File: config.mk
export PLATFORM = sky130hd
export DESIGN_NAME = alu_arbiter
export DESIGN_NICKNAME = d
export VERILOG_FILES = /design/src/rtl/alu_arbiter.sv
export SDC_FILE = /design/constraint.sdc
export NUM_CORES = 1
export LEC_CHECK = 0
export ABC_CLOCK_PERIOD_IN_PS = 5200
export BUFFER_PORTS_ARGS = -buffer_cell sky130_fd_sc_hd__buf_2
export CAP_MARGIN = 20
export CORE_AREA = 5 5 156 158
export CTS_BUF_LIST = sky130_fd_sc_hd__clkbuf_16
export DETAILED_ROUTE_END_ITERATION = 16
export DIE_AREA = 0 0 161 163
export PLACE_DENSITY_LB_ADDON = 0.3
export SYNTH_ARGS = -nofsm -noshare
export SYNTH_HDL_FRONTEND = slang
export SYNTH_SLANG_ARGS = --single-unit
File: constraint.sdc
create_clock -name clk -period 5.2 [get_ports clk]
set_input_delay 0.26 -clock clk [delete_from_list [all_inputs] [get_ports clk]]
set_output_delay 0.26 -clock clk [all_outputs]
set_load 0.02 [all_outputs]
File: src/rtl/alu_arbiter.sv
`default_nettype none
// ============================================================================
//  Module   : alu_arbiter
//  Purpose  : Two-requester arbiter that time-shares one combinational ALU,
//             holding a single operation through IDLE -> EXEC -> RESP.
//  Revision : 1.0  initial release
// ============================================================================
module alu_arbiter #(
   parameter bit SCRUB = 1'b1
) (
   input  logic        clk,
   input  logic        reset,

   input  logic        i_req0_valid,
   output logic        o_req0_ready,
   input  logic [31:0] i_req0_rs,
   input  logic [31:0] i_req0_rt,
   input  logic [31:0] i_req0_imm,
   input  logic        i_req0_useimm,
   input  logic [7:0]  i_req0_sel,
   input  logic        i_req0_label,

   input  logic        i_req1_valid,
   output logic        o_req1_ready,
   input  logic [31:0] i_req1_rs,
   input  logic [31:0] i_req1_rt,
   input  logic [31:0] i_req1_imm,
   input  logic        i_req1_useimm,
   input  logic [7:0]  i_req1_sel,
   input  logic        i_req1_label,

   output logic [31:0] o_alu_rs,
   output logic [31:0] o_alu_rt,
   output logic [31:0] o_alu_imm,
   output logic        o_alu_useimm,
   output logic [7:0]  o_alu_sel,
   output logic        o_alu_label,
   input  logic [31:0] i_alu_out,

   output logic        o_rsp0_valid,
   input  logic        i_rsp0_ready,
   output logic        o_rsp1_valid,
   input  logic        i_rsp1_ready,
   output logic [31:0] o_rsp_data,
   output logic        o_rsp_label,

   output logic        o_busy,
   output logic [15:0] o_op_count
);

   typedef enum logic [1:0] {
      S_IDLE = 2'd0,
      S_EXEC = 2'd1,
      S_RESP = 2'd2
   } state_t;

   state_t      r_state;
   logic        r_last_grant;
   logic        r_owner;
   logic [31:0] r_rs;
   logic [31:0] r_rt;
   logic [31:0] r_imm;
   logic        r_useimm;
   logic [7:0]  r_sel;
   logic        r_label;
   logic [31:0] r_rsp_data;
   logic        r_rsp_label;
   logic        r_rsp0_valid;
   logic        r_rsp1_valid;
   logic [15:0] r_op_count;

   logic        w_idle;
   logic        w_gnt0;
   logic        w_gnt1;
   logic        w_accept;
   logic        w_owner_ready;

   // Requester 1 wins a tie only when requester 0 was served last.
   assign w_gnt1        = i_req1_valid & (~i_req0_valid | ~r_last_grant);
   assign w_gnt0        = i_req0_valid & ~w_gnt1;
   assign w_idle        = (r_state == S_IDLE) & ~reset;
   assign w_accept      = w_idle & (w_gnt0 | w_gnt1);
   assign w_owner_ready = r_owner ? i_rsp1_ready : i_rsp0_ready;

   assign o_req0_ready  = w_idle & w_gnt0;
   assign o_req1_ready  = w_idle & w_gnt1;

   always_ff @(posedge clk or posedge reset) begin
      if (reset) begin
         r_state      <= S_IDLE;
         r_last_grant <= 1'b1;
         r_owner      <= 1'b0;
         r_rs         <= 32'd0;
         r_rt         <= 32'd0;
         r_imm        <= 32'd0;
         r_useimm     <= 1'b0;
         r_sel        <= 8'd0;
         r_label      <= 1'b0;
         r_rsp_data   <= 32'd0;
         r_rsp_label  <= 1'b0;
         r_rsp0_valid <= 1'b0;
         r_rsp1_valid <= 1'b0;
         r_op_count   <= 16'd0;
      end else begin
         case (r_state)
            S_IDLE: begin
               if (w_accept) begin
                  r_owner      <= w_gnt1;
                  r_last_grant <= w_gnt1;
                  r_rs         <= w_gnt1 ? i_req1_rs      : i_req0_rs;
                  r_rt         <= w_gnt1 ? i_req1_rt      : i_req0_rt;
                  r_imm        <= w_gnt1 ? i_req1_imm     : i_req0_imm;
                  r_useimm     <= w_gnt1 ? i_req1_useimm  : i_req0_useimm;
                  r_sel        <= w_gnt1 ? i_req1_sel     : i_req0_sel;
                  r_label      <= w_gnt1 ? i_req1_label   : i_req0_label;
                  r_state      <= S_EXEC;
               end
            end
            S_EXEC: begin
               r_rsp_data   <= i_alu_out;
               r_rsp_label  <= r_label;
               r_rsp0_valid <= ~r_owner;
               r_rsp1_valid <= r_owner;
               // Operand registers feed the ALU directly, so clearing them
               // here keeps the ALU inputs quiet outside EXEC.
               if (SCRUB) begin
                  r_rs     <= 32'd0;
                  r_rt     <= 32'd0;
                  r_imm    <= 32'd0;
                  r_useimm <= 1'b0;
                  r_sel    <= 8'd0;
                  r_label  <= 1'b0;
               end
               r_state <= S_RESP;
            end
            S_RESP: begin
               if (w_owner_ready) begin
                  r_rsp_data   <= 32'd0;
                  r_rsp_label  <= 1'b0;
                  r_rsp0_valid <= 1'b0;
                  r_rsp1_valid <= 1'b0;
                  r_op_count   <= r_op_count + 16'd1;
                  r_state      <= S_IDLE;
               end
            end
            default: r_state <= S_IDLE;
         endcase
      end
   end

   assign o_alu_rs     = r_rs;
   assign o_alu_rt     = r_rt;
   assign o_alu_imm    = r_imm;
   assign o_alu_useimm = r_useimm;
   assign o_alu_sel    = r_sel;
   assign o_alu_label  = r_label;

   assign o_rsp0_valid = r_rsp0_valid;
   assign o_rsp1_valid = r_rsp1_valid;
   assign o_rsp_data   = r_rsp_data;
   assign o_rsp_label  = r_rsp_label;

   assign o_busy       = (r_state != S_IDLE);
   assign o_op_count   = r_op_count;

endmodule
`default_nettype wire

* Yosys cells after proc, flatten, opt, wreduce, memory -nomap -nowiden
Index checks and enable logic that the tools add are counted.
Word-level totals: register bits 161, latch bits 0, memory bits (writable) 0, ROM bits 0, logic and storage cells 69, memories kept 0
Cells by class: add/subtract/negate cells 1, $mul 0, divide/modulo/power cells 0, order comparisons 0, eq/ne operators 4, shifts and indexed selects 0, mux-type cells 28, bitwise operators 13, reduce and logical (&&, ||, !) cells 9
Operators with widths (number):
- 32-bit one-hot mux with 2 select lines | 4
- 32-bit 2-to-1 mux | 7
- 16-bit by 1-bit adder with 16-bit output (second input constant) | 1
- 8-bit 2-to-1 mux | 2
- 8-bit one-hot mux with 2 select lines | 1
- 1-bit one-hot mux with 2 select lines | 5
- 2-bit AND reduction | 5
- 1-bit bitwise AND | 6
- 1-bit 2-to-1 mux | 6
- 2-bit one-hot mux with 3 select lines | 1
- 2-bit nonzero test | 3
- 1-bit NOT | 5
- 2-bit 2-to-1 mux | 2
- 2-bit != test (second input constant) | 2
- 2-bit by 1-bit == test with 1-bit output (second input constant) | 1
- 2-bit == test (second input constant) | 1
- 2-bit logical NOT | 1
- 1-bit OR | 2

* Longest topological paths before layout
Gate-level depths: netlist (run 1).
depth in word-level cells 9, depth in mapped cells 6, gate-level depth less buffers 5

* Least setup slack after synthesis (run 1)
Ideal clock, no wire load.
path kind flip-flop to output port, start point register r_last_grant, end point output port o_req0_ready, arrival time 1401 ps, data required time 4940 ps, path slack 3539 ps, stages on the path, launching flop included 6, buffers on the path 3, path through dfstp_2 a21boi_1 buf_2 buf_4 buf_2 nor2_1
Between the ends: cells in the longest elaborated chain, start to end 6
Ends and longest elaborated chain:
- start: declaration | line 58 | logic r_last_grant;
- start signal: assignment | line 109 | r_last_grant <= w_gnt1;
- 1-bit NOT | line 79 | assign w_gnt1 = i_req1_valid & (~i_req0_valid | ~r_last_grant);
- 1-bit OR | line 79
- 1-bit bitwise AND | line 79
- 1-bit NOT | line 80 | assign w_gnt0 = i_req0_valid & ~w_gnt1;
- 1-bit bitwise AND | line 80
- 1-bit bitwise AND | line 85 | assign o_req0_ready = w_idle & w_gnt0;
- end: declaration | line 15 | output logic o_req0_ready,
Every way passes these cells.

* Worst setup path after layout (run 1)
Ends and elaborated chain as after synthesis.

==> results of run 1 <==
## final cells by class
cell class                 count  area [sq um]  share of cell area
tap                          290           363              0.0362
multi-input combinational    486          2890               0.289
inverter                       5          23.8             0.00237
timing repair buffer         419          2160               0.215
clock inverter                14           134              0.0134
clock buffer                  17           425              0.0424
sequential                   161          4030               0.402
## tightest hold or removal path: cells and delay by family
kind,cells,cell delay [ns]
buffers and inverters,1,0.07
AO/OA/AOI/OAI,1,0.06
AND/OR/NAND/NOR,1,0.03
## registers in the layout, summed over array words and instances, names as in the netlist
register,cells
o_alu_imm,32
o_alu_rs,32
o_alu_rt,32
o_rsp_data,32
o_op_count,16
o_alu_sel,8
r_state,2
o_alu_label,1
o_alu_useimm,1
o_rsp0_valid,1
o_rsp1_valid,1
o_rsp_label,1
r_last_grant,1
r_owner,1
## per-layer routing
metal  share of wire  global-route usage  vias to the layer above
li1                -                   -                     3143
met1            0.41               0.214                     2961
met2            0.50               0.295                      252
met3           0.066              0.0473                       23
met4           0.014              0.0485                        2
met5         0.00056                   0                        -
## cell usage after synthesis, types with 2 or more instances
cell type | count | area share
sky130_fd_sc_hd__nand3_1 | 3 | 0.0021
sky130_fd_sc_hd__and3_1 | 2 | 0.0018
sky130_fd_sc_hd__xor2_1 | 8 | 0.0099
sky130_fd_sc_hd__nand2_1 | 189 | 0.10
sky130_fd_sc_hd__nor3_2 | 2 | 0.0028
sky130_fd_sc_hd__nand4_1 | 2 | 0.0018
sky130_fd_sc_hd__inv_1 | 5 | 0.0026
sky130_fd_sc_hd__buf_2 | 17 | 0.012
sky130_fd_sc_hd__clkbuf_1 | 28 | 0.015
sky130_fd_sc_hd__dfrtp_1 | 160 | 0.56
sky130_fd_sc_hd__xnor2_1 | 7 | 0.0086
sky130_fd_sc_hd__mux2i_1 | 107 | 0.15
sky130_fd_sc_hd__o21ai_1 | 27 | 0.019
sky130_fd_sc_hd__nand2b_1 | 2 | 0.0018
sky130_fd_sc_hd__o21ai_0 | 114 | 0.080
sky130_fd_sc_hd__nor2_1 | 6 | 0.0032
sky130_fd_sc_hd__nor3_1 | 3 | 0.0021
## placed cells by master (no fill, tap or decap), drive strengths merged, types with 2 or more instances in the layout
master / Yosys / final
nor2: 6 / 6
mux2i: 107 / 107
o21ai: 141 / 141
and3: 2 / 2
nand2: 189 / 189
xnor2: 7 / 7
clkbuf: 28 / 17
nand4: 2 / 2
dfrtp: 160 / 160
buf: 18 / 418
nand2b: 2 / 2
clkinvlp: 0 / 4
nor3: 5 / 5
nand3: 3 / 3
clkinv: 0 / 4
inv: 5 / 10
xor2: 8 / 8
## through the flow
| step | hold WS (ns) | total power [W] |
|---|---|---|
| 3_5_place_dp | 0.465 | 0.00465 |
| 6_report | 0.0526 | 0.00580 |
| 2_1_floorplan | 0.363 | 0.00362 |
| 4_1_cts | 0.0252 | 0.00589 |
| 3_3_place_gp | 0.458 | 0.00462 |
| 5_1_grt | 0.0314 | 0.00618 |
## power by group
group	switching, W	internal, W	total (W)
Clock	0.000544	0.000665	0.00121
Combinational	0.00166	0.000800	0.00246
Sequential	0.000320	0.00181	0.00213
## logic make-up (layout without fill, tap and decap cells)
| family | after synthesis | count (layout) |
|---|---|---|
| xor gates and xnor gates | 15 | 15 |
| muxes | 108 | 108 |
| AOI/OAI and AO/OA | 146 | 146 |
| and+or+nand+nor | 216 | 216 |
| buffers and inverters | 51 | 455 |
| DFF | 161 | 161 |
| adders and majority gates | 1 | 1 |
## worst paths after layout
path,start,slack (ns),cells past startpoint,endpoint
worst max register to register,r_last_grant$_DFFE_PP1P_,2.66,5,o_alu_rs[22]$_DFFE_PP0P_
min in group asynchronous,reset,0.35,3,o_alu_imm[10]$_DFFE_PP0P_
max in group asynchronous,reset,3.49,5,o_alu_rs[10]$_DFFE_PP0P_
worst min-delay path,i_alu_out[30],0.05,3,o_rsp_data[30]$_DFFE_PP0P_
worst min register to register,o_alu_imm[16]$_DFFE_PP0P_,0.47,2,o_alu_imm[16]$_DFFE_PP0P_
worst max-delay path,r_last_grant$_DFFE_PP1P_,2.41,4,o_req0_ready
==> results, run 1 <==
- The buffers plus inverters on the worst setup path is 2.
- Measured along the x axis, the die boundary spans around 160 microns.
- On the worst path, the slowest cell contributes a delay of 0.81 ns.
- The number of non-filler instances in the completed layout is 1392.
- The routed wire length is about 23 mm.
- The class of the tightest hold or removal check is in -> reg.
- The total global routing track utilization is 0.172.
- The pre-antenna-repair detailed-routing pass consisted of 5 iterations.
- Of the total synthesized cell area, the portion taken by XOR and XNOR cells is 0.0185.
- The run finished with clean final reports.
- The congestion estimate from routability-driven global placement came to approximately 0.78.
- The final setup violation count is 0.
- After clock tree synthesis, the flow added hold-fix buffers numbering 0.
- The number of DRC violations after detailed-routing iteration 0 is a little under 400.
- The utilization after layout is 0.436.
- The post-placement worst setup slack is roughly 2.7 ns.
- Of the total synthesized cell area, the portion taken by AND, OR, NAND and NOR gates is 0.125.
- The initialized floorplan defines 56 standard-cell rows.
- The number of max-capacitance violations reported is 0.
- The first global-routing pass estimated between 30 and 40 mm of wire.
- Among all flip-flop cells after synthesis, the most frequent one is sky130_fd_sc_hd__dfrtp_1.
- IR analysis of the VDD net gives a maximum drop of between 0.0002 and 0.00025 V.
- The type of destination of the critical path is an output pin.
- The final critical-path share of the clock period is 0.536.
- On the critical path the largest part of the delay comes from compound AO/OA/AOI/OAI gates.
- The mean post-synth cell area is just over 10 sq um.
- In this run the remaining antenna-violating nets after routing total 0.
- Counting the fill cells in the layout gives approximately 2300.
- The critical path goes through a21boi_4, buf_12, nor2_1, buf_2.
- Of the total synthesized cell area, the portion taken by full adders, half adders and majority gates is 0.00176.
- The synthesized netlist occupies a cell area of 0.00710 sq mm.
- The post-cts repair resize count is 0.
- The slowest stage of the critical path belongs to the cell sky130_fd_sc_hd__a21boi_4.
- The residual overflow from global routing is 0.
- The required time reported for the critical path endpoint is 4.94 ns.
- The category of the worst setup path launch point is a flip-flop.
- The clock tree synthesis step divided the H-tree into 4 levels.
- The count of unique library cells instantiated by Yosys is 33.
- For this design, the sink count on the clock tree is between 150 and 200.
- The highest fanout seen on the critical path is between 80 and 90.
- The area added between synthesis and finish is 41.1%.
- Setup repair after global routing left no endpoint under its margin.
- For the finished layout, the period the worst path requires is 2.79 ns.
- The final HPWL from detailed placement is 16.9 mm.
- The overall die area is 0.0262 sq mm.
- 0 antenna diodes ended up in the layout.
- The synthesized net count is about 950.
- At the later pin of the worst-skew pair, clock insertion delay measures ~0.4 ns.
- The final layout contains roughly 1300 nets.
- In this run the power density over the cells is 578 mW/mm^2.
- Timing would allow up to about 0.36 GHz.
- The remaining max-slew budget at the tightest pin is 0.287.
- Once placement completed, the tool counted placed cells totaling around 1400.
- Once routing completed, OpenROAD measured the worst setup slack at ~2.4 ns.
- The worst setup skew after layout is approximately 0.0083 ns.
- Of the synthesized area, sequential elements account for 0.567.
- The count of pins over their slew limit is 0.
- For this design the static power due to leakage is roughly 5.4 nW.
- In the final timing run, aggregate negative setup slack is 0 ns.
- The number of instances in the synthesized netlist is between 600 and 700.
- After routing the design area is between 0.01 and 0.015 sq mm.
- The number of antenna violations at the first check in global routing is 1.
- Summing over every cut layer, the via total after detailed routing is 6381.
- The warning count from the yosys run is 0.
- The residual DRC count is 0.
- The number of global-route vias before repair is approximately 6600.
- The CTS clock-pin slew for the worst setup and hold paths is 0.07 ns.
- The count of state elements after synthesis is 161.
- The arrival time of data at the critical path endpoint is between 2 and 3 ns.
- The mean routed wirelength per cell is 16.6 microns.
- For this configuration, the core starts out at a cell density of 0.309.
- In this run, synthesis inferred 0 flip-flops with an integrated enable.
- The clock tree root driver cell is sky130_fd_sc_hd__clkbuf_16.
- The maximum count of clock buffers along a single path is 2.
- In this run, CTS created clock tree buffers numbering 17.
- The fraction of the mapped netlist area in compound gates is 0.105.
- Input and output buffers added on the ports amount to between 400 and 500.
- The critical setup path kind is reg -> out.
- The number of hold violations in the final report is 0.
- Measured along the y axis, the die boundary spans ~160 microns.
- For the pin with the worst max-slew slack, the measured transition is 1.07 ns.
- The mean number of vias per cell is about 4.6.
- The TritonCTS clock tree is yes.
- The dominant combinational cell family by area after synthesis is multiplexers.
- The share of synthesized flip-flops with an asynchronous set or reset is 1.00.
- The placed instances occupy a cell area of roughly 0.0094 sq mm.
- The core box area is about 0.023 sq mm.
- Entering global routing, the biggest net connects between 100 and 150 pins.
- The fraction of layout cells with a size suffix above 1 is 0.417.
- In this run the count of I/O pins placed on the die edge is between 400 and 500.
- The mux cell area share after synthesis is 0.152.
- The post-CTS repair timing setup buffer count is 0.
(Power assumes the default switching activity.)
==> run 2: changes to the inputs <==
--- a/config.mk
+++ b/config.mk
@@ -5,13 +5,14 @@
 export SDC_FILE = /design/constraint.sdc
 export NUM_CORES = 1
 export LEC_CHECK = 0
-export ABC_CLOCK_PERIOD_IN_PS = 5200
+export ABC_AREA = 1
+export ABC_CLOCK_PERIOD_IN_PS = 2400
 export BUFFER_PORTS_ARGS = -buffer_cell sky130_fd_sc_hd__buf_2
 export CAP_MARGIN = 20
-export CORE_AREA = 5 5 156 158
+export CORE_AREA = 5 5 154 156
 export CTS_BUF_LIST = sky130_fd_sc_hd__clkbuf_16
 export DETAILED_ROUTE_END_ITERATION = 16
-export DIE_AREA = 0 0 161 163
+export DIE_AREA = 0 0 159 161
 export PLACE_DENSITY_LB_ADDON = 0.3
 export SYNTH_ARGS = -nofsm -noshare
 export SYNTH_HDL_FRONTEND = slang
==> constraint.sdc (replaced) <==
create_clock -name clk -period 2.4 [get_ports clk]
set_input_delay 0.12 -clock clk [delete_from_list [all_inputs] [get_ports clk]]
set_output_delay 0.12 -clock clk [all_outputs]
set_load 0.02 [all_outputs]
==> run 2 against run 1 <==
The run now ends with hold timing left. Total power rose by 110%. Non-clock buffer count rose by 75. First-iteration DRC count rose by 23%. Routed wire length rose by 11%. Synthesized cell count rose by 42%. Combinational power rose by 120%. Global-route usage rose by 2.2 points. Sequential share of layout area fell by 4.6 points. Critical path type is now reg -> reg. Critical endpoint is now o_alu_rs[3]$_DFFE_PP0P_.
==> results, run 2 <==
- The number of placed instances with taps included was 1625 (+20%).
- The final HPWL from detailed placement is 18.1 mm (+7.5%).
- The checks that failed: hold timing.
- The net switching power figure is 0.00521 W (+110%).
- The arrival time of data at the critical path endpoint is 2.04 ns (-0.49 ns).
- The CTS clock-pin slew for the worst setup and hold paths is 0.06 ns (about the same).
- In the layout the commonest cells are sky130_fd_sc_hd__buf_2, sky130_fd_sc_hd__nand2_1, sky130_fd_sc_hd__nand3_1.
- The clock share of power is 0.207 (about the same).
- The flow ran to the end, but the final reports show violations.
- The vias after detailed routing is 8037 (+26%).
- The number of non-filler instances in the completed layout is 1729 (+24%).
- The routed wire length was 25.8 mm (+11%).
- Relative to the synthesized area, the layout overhead comes to 44.9%.
- The largest net degree at the start of global routing is 215 (+97%).
- The mux cell area share after synthesis is 0 (-0.152).
- Derived from the worst setup path, the maximum achievable clock frequency is 0.558 GHz.
- The TritonCTS clock tree is yes.
- The count of pins over their slew limit is 0 (unchanged).
- The diode insertion count for antenna repair is 0 (unchanged).
- The share of synthesized flip-flops with an asynchronous set or reset is 1.00 (unchanged).
- The number of nets in the layout is 1684 (+26%).
- The required time reported for the critical path endpoint is 2.65 ns (-2.29 ns).
- The dominant combinational cell family by area after synthesis is simple AND/OR/NAND/NOR gates.
- The clock latency of the later-clocked register in the worst-skew pair is 0.42 ns (about the same).
- The endpoint identified for the worst register-to-register timing path is o_alu_rs[3]$_DFFE_PP0P_.
- The tree is rooted in a sky130_fd_sc_hd__clkbuf_16.
- The post-route worst setup slack came to 0.609 ns (-1.80 ns).
- The fraction of layout cells with a size suffix above 1 is 0.316 (-0.101).
- The residual DRC count is 0 (unchanged).
- The number of instances in the synthesized netlist is 993 (+42%).
- The type of destination of the critical path is a flip-flop.
- The synthesized net count is 1244 (+31%).
- The count of fill cells added during filler insertion came to 2152 (-6.6%).
- sky130_fd_sc_hd__nand2_1 is the most common cell in the netlist.
- The post-placement worst setup slack is 0.649 ns (-2.02 ns).
- The mean post-synth cell area came to 7.86 sq um (-23%).
- The worst vdd rail ir drop is 0.000422 V (+74%).
- The multi-input logic area is 0.00294 sq mm (+1.7%).
- The area of the mapped netlist was 0.00781 sq mm (+9.9%).
- The worst setup skew after layout is 0.0131 ns (+0.00480 ns).
- The post-detailed-route count of antenna-violating nets is 0 (unchanged).
- The power density relative to cell area is 1080 mW/mm^2 (+86%).
- The leakage power figure came to 6.40 nW (+19%).
- The library cell used most frequently in the layout, excluding fill and tap cells, is sky130_fd_sc_hd__buf_2.
- The number of CTS-inserted buffers is 17 (unchanged).
- The overall die area is 0.0256 sq mm (-2.5%).
- The routed design could run at a clock period as short as 1.79 ns.
- The design area came to 0.0113 sq mm (+13%).
- The number of levels the H-tree was split into is 4 (unchanged).
- The starting utilization of the core area is 0.351 (+0.0421).
- The warning count from the yosys run was 0 (unchanged).
- The arithmetic-cell share of the synthesized area counting full adders, half adders and majority gates is 0.00160 (-0.000159).
- The global-route wire length before repair was 40.6 mm (+13%).
- The utilization after layout came to 0.509 (+0.0726).
- The number of optimization iterations in the first detailed-route pass came to 5 (unchanged).
- The sequential area share after synthesis is 0.516 (-0.0511).
- The startpoint of the most critical register-to-register path is r_state[0]$_DFFE_PP0P_.
- The proportion of total power due to net switching is 0.428 (-0.00770).
- The final setup violation count is 0 (unchanged).
- Setup repair after global routing left no endpoint under its margin.
- The combinational group share of total power is 0.435 (+0.011).
- The number of hold violations in the final report is 44 (+44).
- The transition time at the pin with the least slew margin is 1.10 ns (+0.0310 ns).
- The mean routed wirelength per cell is 14.9 microns (-10%).
- The post-placement cell area was 0.0100 sq mm (+6.4%).
- The sequential cell area is 0.00403 sq mm (unchanged).
- The cell internal power dissipation was 0.00697 W (+110%).
- The largest total area in the synthesized netlist belongs to sky130_fd_sc_hd__dfrtp_1.
- The total negative slack for setup checks came to 0 ns (unchanged).
- The number of buffers inserted by port buffering came to 409 (unchanged).
- The number of placed I/O pins is 410 (unchanged).
- The number of global-route vias before repair is 7748 (+18%).
- The longest individual stage delay on the worst path is 0.46 ns (-0.35 ns).
- The number of DRC violations after detailed-routing iteration 0 came to 479 (+23%).
- The residual overflow from global routing was 0 (unchanged).
- The critical path goes through clkinv_2, nand3_2, or2_4, buf_12, o21ai_0.
- The die boundary height is 161 microns (-1.2%).
- By count the netlist is led by sky130_fd_sc_hd__nand2_1, sky130_fd_sc_hd__nand3_1, sky130_fd_sc_hd__dfrtp_1.
- The number of max-capacitance violations reported was 0 (unchanged).
- The maximum count of clock buffers along a single path is 2 (unchanged).
- The number of antenna violations at the first check in global routing is 0 (-1).
- The top cell family by delay on the critical path is buffers and inverters.
- The count of clock tree sinks is 161 (unchanged).
- For this run, the leading register cell type out of synthesis is sky130_fd_sc_hd__dfrtp_1.
- The area fraction in and, or, nand and nor cells after synthesis was 0.226 (+0.102).
- The internal reg-to-reg setup slack is 0.61 ns (-2.05 ns).
- The part of the total power dissipated in sequential elements is 0.358 (-0.009).
- The highest fanout seen on the critical path was 214 (+160%).
- The global placement routability congestion is 0.871 (+11%).
- The total global routing track utilization is 0.193 (+0.0216).
- The core box area is 0.0222 sq mm (-3.3%).
- The remaining max-slew budget at the tightest pin is 0.267 (-0.0207).
- Yosys attributes the largest share of cell area to sky130_fd_sc_hd__dfrtp_1, sky130_fd_sc_hd__nand3_1, sky130_fd_sc_hd__o21ai_0.
- The critical setup path kind is reg -> reg.
- The fraction of the mapped netlist area in compound gates is 0.140 (+0.0350).
- The final hold slack is -0.187 ns (-0.239 ns).
- The share of Yosys cell area claimed by the top area cell type is 0.513 (-0.0508).
- The count of state elements after synthesis came to 161 (unchanged).
- The cell count of the worst reg-to-reg path is 5 (unchanged).
- The buffers plus inverters on the worst setup path is 2 (unchanged).
- The count of flip-flops with a built-in enable after synthesis is 0 (unchanged).
- The count of unique library cells instantiated by Yosys came to 20 (-39%).
- The class of the tightest hold or removal check is in -> async.
- Dividing the final minimum period by the clock period gives 0.746.
- The category of the worst setup path launch point is a flip-flop.
- The mean number of vias per cell is 4.65 (+1.4%).
- The xor/xnor cell area share of the yosys netlist is 0.00673 (-0.0118).
- The x dimension of the die is 159 microns (-1.2%).
- The placement row count is 55 (-1.8%).
- The critical path's slowest cell is sky130_fd_sc_hd__buf_12.
- The post-cts repair resize count came to 0 (unchanged).
run 2: cell types whose count changed in the layout (fill, tap and decap cells not counted), sizes merged, moves of 5 or more:
| cell | delta |
|---|---|
| nand3 | +180 |
| inv | +123 |
| mux2i | -107 |
| o21ai | +76 |
| dlygate4sd3 | +73 |
| nor2 | +12 |
| nand2 | +7 |
| xnor2 | -7 |
| nor3 | -5 |
run 2: repair_timing:
action                     in CTS  in global routing
setup buffers                   0                  0
hold endpoints to repair       74                  0
setup endpoints to repair       0                  0
hold buffers                   74                  0
run 2: cell families (layout without fill, tap and decap cells):
kind of cell | count (synthesis) | after routing
fa+ha+maj | 1 | 1
flops | 161 | 161
compound gates | 218 | 218
xor+xnor | 6 | 6
simple gates | 403 | 403
buf+inv | 204 | 655
run 2: per-stage QoR:
| stage | power (W) | hold WS (ns) |
|---|---|---|
| floorplan | 0.00768 | 0.266 |
| finish | 0.0122 | -0.187 |
| global placement | 0.00959 | 0.355 |
| global route | 0.0130 | 0.0143 |
| detailed placement | 0.00968 | 0.361 |
| CTS | 0.0123 | 0.000943 |
run 2: power by group through the flow:
stage               Sequential [W]  Combinational (W)  Clock [W]
global placement           0.00436            0.00523          0
finish                     0.00436            0.00530    0.00252
global route               0.00450            0.00581    0.00271
floorplan                  0.00568            0.00200          0
detailed placement         0.00439            0.00529          0
CTS                        0.00436            0.00538    0.00261
run 2: cell type report:
cell class	count	area share
inverters	131	0.0439
well taps	285	0.0315
repair buffers	494	0.260
clock inverters	13	0.0101
multi-input cells	628	0.260
flip-flops and latches	161	0.356
clock buffers	17	0.0376
run 2: how the worst max path moves through the flow:
stage	endpoint	cells after the start	slack [ns]	start
global placement	o_op_count[10]$_DFFE_PP0P_	8	0.68	r_owner$_DFFE_PP0P_
floorplan	o_alu_rs[21]$_DFFE_PP0P_	9	-1.09	reset
detailed placement	o_op_count[14]$_DFFE_PP0P_	8	0.65	r_owner$_DFFE_PP0P_
finish	o_alu_rs[3]$_DFFE_PP0P_	5	0.61	r_state[0]$_DFFE_PP0P_
CTS	o_op_count[14]$_DFFE_PP0P_	8	0.64	r_owner$_DFFE_PP0P_
global route	o_op_count[10]$_DFFE_PP0P_	8	0.40	r_owner$_DFFE_PP0P_
run 2: routing by layer:
| metal | global-route usage | routed length [microns] |
|---|---|---|
| met5 | 0 | 0 |
| met4 | 0.0613 | 528 |
| met3 | 0.0551 | 1730 |
| met2 | 0.330 | 12900 |
| met1 | 0.238 | 10600 |
run 2: worst min-delay path, delay by kind of cell:
kind	cells	cell delay, ns
buf+inv	3	0.62
==> run 3: changes to the inputs <==
--- a/config.mk
+++ b/config.mk
@@ -6,7 +6,7 @@
 export NUM_CORES = 1
 export LEC_CHECK = 0
 export ABC_AREA = 1
-export ABC_CLOCK_PERIOD_IN_PS = 2400
+export ABC_CLOCK_PERIOD_IN_PS = 1600
 export BUFFER_PORTS_ARGS = -buffer_cell sky130_fd_sc_hd__buf_2
 export CAP_MARGIN = 20
 export CORE_AREA = 5 5 154 156
==> constraint.sdc (replaced) <==
create_clock -name clk -period 1.6 [get_ports clk]
set_input_delay 0.08 -clock clk [delete_from_list [all_inputs] [get_ports clk]]
set_output_delay 0.08 -clock clk [all_outputs]
set_load 0.02 [all_outputs]
==> run 3 against run 2 <==
The run still ends with hold timing left. Count of clock-buffer cells in the layout did not move. Setup slack got worse by 0.56 ns. Clock skew decreased by 0.0013 ns. Sequential share of layout area is 3.2 points lower. Combinational power rose by 63%. Core utilization is 5.1 points higher. Cell count up 5.8%. Largest power group unchanged. Highest routed layer is now met5.
==> results, run 3 (same netlist as run 2, synthesis figures left out) <==
- The required time reported for the critical path endpoint is 1.52 ns (-1.13 ns).
- The count of pins over their slew limit was 0 (unchanged).
- The class of the tightest hold or removal check is in -> async.
- The post-layout total power came to 0.0191 W (+57%).
- The final critical-path share of the clock period is 0.972.
- The routed wire length is 28.7 mm (+11%).
- The top cell types in the final layout, fill and taps aside, are sky130_fd_sc_hd__buf_2, sky130_fd_sc_hd__nand2_1, sky130_fd_sc_hd__nand3_1.
- The global-route wire length before repair was 44.6 mm (+10%).
- The type of destination of the critical path is an output pin.
- The number of buffers inserted by port buffering is 409 (unchanged).
- The number of placed instances with taps included was 1640 (+0.92%).
- The root buffer cell chosen for the clock tree is sky130_fd_sc_hd__clkbuf_16.
- The final hold slack is -0.0322 ns (+0.154 ns).
- The final HPWL from detailed placement was 18.6 mm (+2.7%).
- The number of DRC violations after detailed-routing iteration 0 is 625 (+30%).
- The highest fanout seen on the critical path is 5 (-98%).
- The power density relative to cell area is 1530 mW/mm^2 (+42%).
- The count of clock tree sinks came to 161 (unchanged).
- The core box area came to 0.0222 sq mm (unchanged).
- The internal reg-to-reg setup slack is 0.10 ns (-0.51 ns).
- The run finished, with violations left.
- The clock latency of the later-clocked register in the worst-skew pair was 0.41 ns (about the same).
- The category of the worst setup path launch point is a flip-flop.
- The remaining max-slew budget at the tightest pin is 0.433 (+0.166).
- The mean number of vias per cell came to 4.76 (+2.3%).
- The number of levels the H-tree was split into was 4 (unchanged).
- The die boundary height is 161 microns (unchanged).
- The residual DRC count is 0 (unchanged).
- The leakage power figure is 6.91 nW (+8.0%).
- The smallest clock period supported by the final layout is computed as about 1.6 ns.
- The fraction of layout cells with a size suffix above 1 is 0.313 (-0.00276).
- The library cell used most frequently in the layout, excluding fill and tap cells, is sky130_fd_sc_hd__buf_2.
- The TritonCTS clock tree is yes.
- The final reports fail on hold timing.
- The vias after detailed routing is 8698 (+8.2%).
- The number of nets in the layout is 1781 (+5.8%).
- The cell count of the worst reg-to-reg path was 7 (+2).
- The maximum count of clock buffers along a single path is 2 (unchanged).
- The x dimension of the die came to 159 microns (unchanged).
- The starting utilization of the core area was 0.351 (unchanged).
- Setup repair after global routing could not meet its margin everywhere.
- The worst setup skew after layout is 0.0118 ns (-0.00127 ns).
- The placement row count was 55 (unchanged).
- By startpoint and endpoint, the worst setup path is classified as reg -> out.
- The number of hold violations in the final report is 36 (-18%).
- The worst vdd rail ir drop came to 0.000585 V (+38%).
- The overall die area is 0.0256 sq mm (unchanged).
- The area added between synthesis and finish is 59.4%.
- The CTS clock-pin slew for the worst setup and hold paths is 0.06 ns (about the same).
- The maximum achievable frequency is between 0.6 and 0.7 GHz.
- The global placement routability congestion came to 0.859 (-1.4%).
- The largest net degree at the start of global routing is 162 (-25%).
- The number of CTS-inserted buffers came to 17 (unchanged).
- The mean routed wirelength per cell came to 15.7 microns (+5.1%).
- The number of global-route vias before repair is 8773 (+13%).
- The final setup violation count is 0 (unchanged).
- The residual overflow from global routing is 0 (unchanged).
- The post-detailed-route count of antenna-violating nets is 0 (unchanged).
- The number of antenna violations at the first check in global routing came to 3 (+3).
- The number of non-filler instances in the completed layout is 1829 (+5.8%).
- The transition time at the pin with the least slew margin is 0.850 ns (-0.249 ns).
- The total global routing track utilization came to 0.212 (+0.0192).
- The arrival time of data at the critical path endpoint is 1.47 ns (-0.57 ns).
- The number of max-capacitance violations reported is 0 (unchanged).
- The number of optimization iterations in the first detailed-route pass was 5 (unchanged).
- The number of placed I/O pins came to 410 (unchanged).
==> run 3: cell type report <==
| type | count | area [sq um] |
|---|---|---|
| antenna | 1 | 2.50 |
| clock buffer | 17 | 425 |
| clock inverter | 15 | 135 |
| fill | 2000 | 9780 |
| inverter | 131 | 497 |
| multi-input combinational | 628 | 2970 |
| sequential | 161 | 4030 |
| tap | 285 | 357 |
| timing repair buffer | 591 | 4020 |
==> run 3: stage by stage <==
stage	cell area [sq um]	util	worst slack, ns	TNS (ns)
after global placement	10200	0.459	0.00282	0
final	12400	0.560	0.0452	0
after floorplan	7820	-	-1.85	-287.68
after global routing	12400	0.560	-0.0284	-0.0559
after CTS	12400	0.556	-0.0187	-0.0334
after detailed placement	10200	0.459	-0.00711	-0.00711
==> run 3: worst paths after layout <==
check | from | end
max | r_last_grant$_DFFE_PP1P_ | o_req0_ready
min | reset | o_op_count[1]$_DFFE_PP0P_
max reg2reg | r_last_grant$_DFFE_PP1P_ | o_alu_rs[24]$_DFFE_PP0P_
min reg2reg | r_last_grant$_DFFE_PP1P_ | r_last_grant$_DFFE_PP1P_
max in group asynchronous | reset | o_alu_imm[14]$_DFFE_PP0P_
min in group clk | i_req1_rt[30] | o_alu_rt[30]$_DFFE_PP0P_
==> run 3: layer usage <==
metal | wire length (microns) | global-route usage | up-vias
li1 | - | - | 4295
met1 | 11400 | 0.250 | 3915
met2 | 13900 | 0.364 | 399
met3 | 2150 | 0.0607 | 85
met4 | 1150 | 0.0919 | 4
met5 | 26 | 0 | -
==> run 3: critical path, cell delays in order, from the launching register on <==
cell and delay (ns):
sky130_fd_sc_hd__dfstp_2 0.55, sky130_fd_sc_hd__nand2_4 0.07, sky130_fd_sc_hd__nand2_8 0.09, sky130_fd_sc_hd__buf_16 0.12
sky130_fd_sc_hd__nand2_4 0.04, sky130_fd_sc_hd__nor2_4 0.08, sky130_fd_sc_hd__buf_6 0.12
==> run 3: power breakdown <==
group          leakage, nW  switching [W]  internal (W)
logic                 4.58        0.00553       0.00309
registers             2.06       0.000885       0.00568
clock network        0.269        0.00171       0.00216
total                 6.91        0.00813        0.0109
==> run 3: repair_timing <==
item	CTS	global route
hold buffers	147	1
gates cloned	3	1
setup buffers	3	1
gates resized for setup	4	13
endpoints found under the setup margin	3	47
pin swaps	1	2
endpoints found under the hold margin	111	1
